--- src/rtl/mouse_fmt_pkg.sv ---
// Shared constants, line length, hex helper and FSM state type for the
// mouse packet text formatter.
// MOUSE_FMT_CRLF_EN: when defined, lines end in CR LF (13 bytes).
// Otherwise they end in LF only (12 bytes).
package mouse_fmt_pkg;

    localparam logic [7:0] CH_SPACE = 8'h20;
    localparam logic [7:0] CH_CR    = 8'h0D;
    localparam logic [7:0] CH_LF    = 8'h0A;
    localparam logic [7:0] CH_DASH  = 8'h2D;
    localparam logic [7:0] CH_L     = 8'h4C;
    localparam logic [7:0] CH_M     = 8'h4D;
    localparam logic [7:0] CH_R     = 8'h52;

`ifdef MOUSE_FMT_CRLF_EN
    localparam int LINE_LEN = 13;
`else
    localparam int LINE_LEN = 12;
`endif

    // The byte index is 4 bits wide, so some index values are never used.
    localparam int              IDX_W    = 4;
    localparam logic [IDX_W-1:0] LAST_IDX = IDX_W'(LINE_LEN - 1);

    typedef enum logic {
        IDLE = 1'b0,
        SEND = 1'b1
    } state_e;

    // Convert one nibble to an uppercase ASCII hex digit.
    // 0x37 + 10 = 0x41 ('A').
    function automatic logic [7:0] hex_ascii(input logic [3:0] n);
        return (n < 4'd10) ? (8'h30 + {4'h0, n}) : (8'h37 + {4'h0, n});
    endfunction

endpackage

--- src/rtl/mouse_uart_fmt.sv ---
// Turns decoded PS/2 mouse packets into fixed-length ASCII lines of the form
// "LMR XXX YYY<term>" and writes them, one byte at a time, into the UART
// transmit FIFO. Packets that arrive while a line is still being sent are
// dropped and counted.
// MOUSE_FMT_CRLF_EN: when defined, <term> is CR LF. Otherwise it is LF only.
module mouse_uart_fmt
    import mouse_fmt_pkg::*;
#(
    parameter int DROP_W = 8
) (
    input  logic              clk_i,
    input  logic              reset_i,
    input  logic [8:0]        xm_i,
    input  logic [8:0]        ym_i,
    input  logic [2:0]        btnm_i,
    input  logic              m_done_tick_i,
    input  logic              tx_full_i,
    output logic [7:0]        w_data_o,
    output logic              wr_uart_o,
    output logic              busy_o,
    output logic [DROP_W-1:0] drop_cnt_o
);

    state_e            state_q;
    logic [IDX_W-1:0]  idx_q;
    logic [8:0]        x_q;
    logic [8:0]        y_q;
    logic [2:0]        btn_q;
    logic [DROP_W-1:0] drop_q;
    logic [7:0]        byte_sel;
    logic              wr;

    // tx_full comes from a register inside the UART, so gating it
    // combinationally here does not create a loop.
    assign wr        = (state_q == SEND) && !tx_full_i;
    assign wr_uart_o = wr;
    assign busy_o    = (state_q == SEND);
    assign w_data_o  = (state_q == SEND) ? byte_sel : 8'h00;
    assign drop_cnt_o = drop_q;

    // Line FSM: latch a packet in IDLE, then step through the bytes of the
    // line on every accepted write.
    always_ff @(posedge clk_i) begin
        if (!reset_i) begin
            state_q <= IDLE;
            idx_q   <= '0;
            x_q     <= '0;
            y_q     <= '0;
            btn_q   <= '0;
        end else begin
            case (state_q)
                IDLE: begin
                    if (m_done_tick_i) begin
                        x_q     <= xm_i;
                        y_q     <= ym_i;
                        btn_q   <= btnm_i;
                        idx_q   <= '0;
                        state_q <= SEND;
                    end
                end
                SEND: begin
                    if (idx_q > LAST_IDX) begin
                        // Index values past the end of the line should never
                        // occur; recover by going back to IDLE.
                        idx_q   <= '0;
                        state_q <= IDLE;
                    end else if (wr) begin
                        if (idx_q == LAST_IDX) begin
                            idx_q   <= '0;
                            state_q <= IDLE;
                        end else begin
                            idx_q <= idx_q + 1'b1;
                        end
                    end
                end
                default: begin
                    idx_q   <= '0;
                    state_q <= IDLE;
                end
            endcase
        end
    end

    // Count packets that arrive while a line is in flight.
    // The counter saturates at all-ones.
    always_ff @(posedge clk_i) begin
        if (!reset_i) begin
            drop_q <= '0;
        end else if ((state_q == SEND) && m_done_tick_i && (drop_q != {DROP_W{1'b1}})) begin
            drop_q <= drop_q + DROP_W'(1);
        end
    end

    // Select the byte for the current line position from the held packet.
    always_comb begin
        byte_sel = 8'h00;
        case (idx_q)
            4'd0:  byte_sel = btn_q[0] ? CH_L : CH_DASH;
            4'd1:  byte_sel = btn_q[2] ? CH_M : CH_DASH;
            4'd2:  byte_sel = btn_q[1] ? CH_R : CH_DASH;
            4'd3:  byte_sel = CH_SPACE;
            4'd4:  byte_sel = hex_ascii({3'b000, x_q[8]});
            4'd5:  byte_sel = hex_ascii(x_q[7:4]);
            4'd6:  byte_sel = hex_ascii(x_q[3:0]);
            4'd7:  byte_sel = CH_SPACE;
            4'd8:  byte_sel = hex_ascii({3'b000, y_q[8]});
            4'd9:  byte_sel = hex_ascii(y_q[7:4]);
            4'd10: byte_sel = hex_ascii(y_q[3:0]);
`ifdef MOUSE_FMT_CRLF_EN
            4'd11: byte_sel = CH_CR;
            4'd12: byte_sel = CH_LF;
`else
            4'd11: byte_sel = CH_LF;
`endif
            default: byte_sel = 8'h00;
        endcase
    end

endmodule

--- config.mk ---
export PLATFORM = sky130hd
export DESIGN_NAME = mouse_uart_fmt
export DESIGN_NICKNAME = d
export VERILOG_FILES = /design/src/rtl/mouse_fmt_pkg.sv /design/src/rtl/mouse_uart_fmt.sv
export SDC_FILE = /design/constraint.sdc
export NUM_CORES = 1
export LEC_CHECK = 0
export ABC_AREA = 1
export CORE_MARGIN = 10
export CORE_UTILIZATION = 45
export CTS_BUF_LIST = sky130_fd_sc_hd__clkbuf_4
export DETAILED_ROUTE_END_ITERATION = 12
export PLACE_DENSITY = 0.8
export SETUP_SLACK_MARGIN = 0.3
export SLEW_MARGIN = 20
export SYNTH_ARGS = -nofsm -noshare
export SYNTH_HDL_FRONTEND = slang
export SYNTH_SLANG_ARGS = --single-unit
--- constraint.sdc ---
create_clock -name clk_i -period 4.6 [get_ports clk_i]
set_input_delay 0.92 -clock clk_i [delete_from_list [all_inputs] [get_ports clk_i]]
set_output_delay 0.92 -clock clk_i [all_outputs]
set_load 0.01 [all_outputs]
==> summary.txt <==
Timing
  • # setup viols final: 0
  • Final hold viol count: 0
  • RSZ-0062 raised after global routing: false
  • Post-route setup TNS: 0 ns
  • Final slew viol count: 0
  • Rel. slew slack: 42.0%
  • Worst-margin pin slew: 0.868 ns
  • Final period util: 70.8%
  • Max Clock Skew: 0.00287 ns
  • Final Critical Period: 3.26 ns
  • Achievable frequency: 307 MHz

Logic synthesis
  • Yosys warns: 0
  • Syn Area/Cell: 6.17 sq um
  • Synth unique cells: 27
  • Post-synthesis cell type with the largest combined area: dfxtp_1
  • Synth area leaders: dfxtp_1 (31%), nand2_1 (13%), nor2_1 (8.5%)
  • Post-Synth Simple-Gate Area: 35.5%
  • Synthesized flop and latch total: 34
  • Sequential-to-total area share from yosys stat: 31.5%
  • Post-synthesis mux area share: 0%
  • Synth Area in XOR/XNOR: 0.405%
  • Synth Cell Area: 2160 sq um
  • Synth Area in Compound Gates: 16.3%
  • Post-Synth Adder-Cell Area: 5.21%
  • Largest family of logic cells by synthesized area: simple AND/OR/NAND/NOR gates
  • Synth Instances: 350
  • Post-Syn Nets: 384
  • Area share of the largest cell type after synthesis: 31.5%

Drt
  • Wire per inst: 12.4 um
  • Routed wire length: 5.51 mm
  • Iteration-0 DRC Markers: 219
  • 1st-pass router iterations: 4
  • Antenna Nets Post-Route: 0
  • Vias: 2,289
  • DRC Markers: 0
  • Vias/cell: 5.16

GRT
  • Routing usage on met1: 16.7%
  • Vias in the first global route: 2,278
  • Largest net degree at the start of global routing: 41
  • First-pass GRT wire length: 9.57 mm
  • Gr usage total: 14.8%
  • M3 GR Usage: 6.47%
  • GR Util met2: 24.5%
  • Initial antenna violation count: 0
  • GRT busiest layer: met2
  • GR Overflow Total: 0

Setup path
  • Crit-path max cell delay: 0.56 ns
  • Cell family with most CP delay: buffers and inverters
  • RR Startpoint: busy_o$_SDFF_PN0_
  • Worst path slowest cell: clkdlybuf4s50_1
  • Critical Path Sink Type: primary output
  • CP Launch Type: flop
  • Critical path type: flop to primary output
  • WP buf/inv: 3
  • Worst EP required: 3.68 ns
  • CP Cell Sequence: inv_1, ha_1, nand3_1, inv_1, nand2_1, o211ai_1, nor2_1, nor2_1, clkdlybuf4s50_1
  • CP max FO: 5
  • Crit path arrival time: 2.34 ns
  • Worst Setup SP: idx_q[0]$_SDFFE_PN0P_

Die
  • Die H: 89.3 um
  • Die area: 7970 sq um
  • Starting Density: 46.1%
  • Core ar.: 4690 sq um
  • # rows: 25
  • Chip Width: 89.3 um
  • Boundary pin count: 43

Clock network
  • Bufs on Longest Clock Path: 2
  • Cts repair resizes: 0
  • Num CTS Buffers: 5
  • CTS sink cnt: 34
  • Clock transition at path regs: 0.11 ns
  • Root buf cell: clkbuf_4
  • H-tree levels: 2
  • Post-CTS setup buffers: 0
  • Cts hold-fix bufs: 0
  • CTS tree: built
  • Skew-Pair Late Insertion Delay: 0.35 ns

Cells and area
  • Fill cell count: 490
  • Layout cell share with drive strength beyond 1: 5.64%
  • N_diodes: 0
  • Post-route cell area: 2670 sq um
  • Final Util: 56.9%
  • Area Growth Syn to Fin: 23.5%
  • Nets@finish: 423

Placement
  • Placed Instance Area: 2590 sq um
  • Routability Congestion: 0.886
  • Final HPWL DP: 4.19 mm
  • PortBufs: 41

Pwr
  • Leak: 0.00116 uW
  • PwrDens: 271 nW/um^2
  • Peak VDD IR: 113 uV

Worst hold path
  • Hold Crit Class: flop to flop
  • Hold Path Origin: y_q[8]$_SDFFE_PN0P_

Run status
  • Status: complete, no violations

Run
  • Max cap viols: 0
cells in the final DEF, fill, tap and decap left out:
cell             count
clkbuf_4             5
nand2_2              2
bufinv_16            1
xor2_1               1
nand3_2              1
nand2_1             75
clkinvlp_4           2
inv_2                3
nor2_2               4
nor2_1              49
o211ai_1             2
conb_1               1
clkdlybuf4s50_1     41
a31oi_1              1
nand3b_1             3
o21ai_0             32
nor3_1               3
nor2_4               1
clkinv_1             1
dfxtp_1             34
ha_1                 9
nand4_1              1
or2_2                3
nand3_1             36
a21oi_1             34
inv_1               45
kinds of logic (layout without fill, tap and decap cells):
kind of cell             after synthesis  count (layout)
other                                  1               1
adder cells (fa/ha/maj)                9               9
flip-flops                            34              34
buffers and inverters                 58              98
XOR/XNOR                               1               1
AND/OR/NAND/NOR                      178             178
AO/OA/AOI/OAI                         69              69
sequential cells by signal (all words and copies together) (netlist names):
name,count
x_q,9
y_q,9
drop_cnt_o,8
idx_q,4
btn_q,3
busy_o,1
worst paths after layout:
| path | slack, ns | end | depth (start not counted) |
|---|---|---|---|
| max | 1.34 | w_data_o[5] | 9 |
| min | 0.47 | y_q[8]$_SDFFE_PN0P_ | 2 |
| max reg2reg | 2.59 | idx_q[2]$_SDFFE_PN0P_ | 7 |
| min reg2reg | 0.47 | y_q[8]$_SDFFE_PN0P_ | 2 |
worst register-to-register path: stages, from the launching register on:
cell,delay (ns)
dfxtp_1,0.49
inv_2,0.16
nand2_2,0.50
inv_1,0.23
nor2_2,0.23
inv_1,0.09
o21ai_0,0.14
a21oi_1,0.06
area by class of cell:
type	instances	area [sq um]	share of cell area, %
Multi-Input combinational cell	258	1240	46.6
Sequential cell	34	681	25.5
Timing Repair Buffer	41	410	15.4
Inverter	49	184	6.89
Tap cell	54	67.6	2.53
Clock inverter	3	45.0	1.69
Clock buffer	5	37.5	1.41
synth_stat cells:
cell and number:
inv_1 45, buf_1 1, dfxtp_1 34, inv_2 3, clkbuf_1 2, ha_1 9, nor3_1 3, nand2_2 2
o21ai_0 32, a21oi_1 34, nand3b_1 3, nor2_4 1, buf_2 3, buf_4 2, or2_2 3, nand2_1 75
nand3_1 36, clkinv_1 1, xor2_1 1, a31oi_1 1, o211ai_1 2, conb_1 1, nor2_1 49, nand3_2 1
nand4_1 1, buf_6 1, nor2_2 4
routing by layer:
metal  vias to the layer above  wire, um  share of wire (%)
met3                         9       492                8.9
li1                       1202         -                  -
met5                         -         0                  0
met2                        68      2480                 45
met1                      1010      2450                 44
met4                         0        87                1.6
stage by stage:
step | power (uW) | std cells | worst slack (ns) | hold WS (ns)
floorplan | 443 | 350 | 2.44 | 0.430
global placement | 498 | 436 | 1.68 | 0.449
detailed placement | 502 | 436 | 1.67 | 0.451
CTS | 729 | 444 | 1.36 | 0.469
global route | 769 | 444 | 1.13 | 0.521
finish | 725 | 444 | 1.34 | 0.470
power breakdown:
| group | internal [uW] | total [uW] | switching [uW] | leakage [uW] |
|---|---|---|---|---|
| clock network | 114 | 228 | 114 | 0.0000374 |
| registers | 314 | 330 | 16.4 | 0.000280 |
| logic | 71.9 | 166 | 94.4 | 0.000844 |
(Power assumes the default switching activity.)
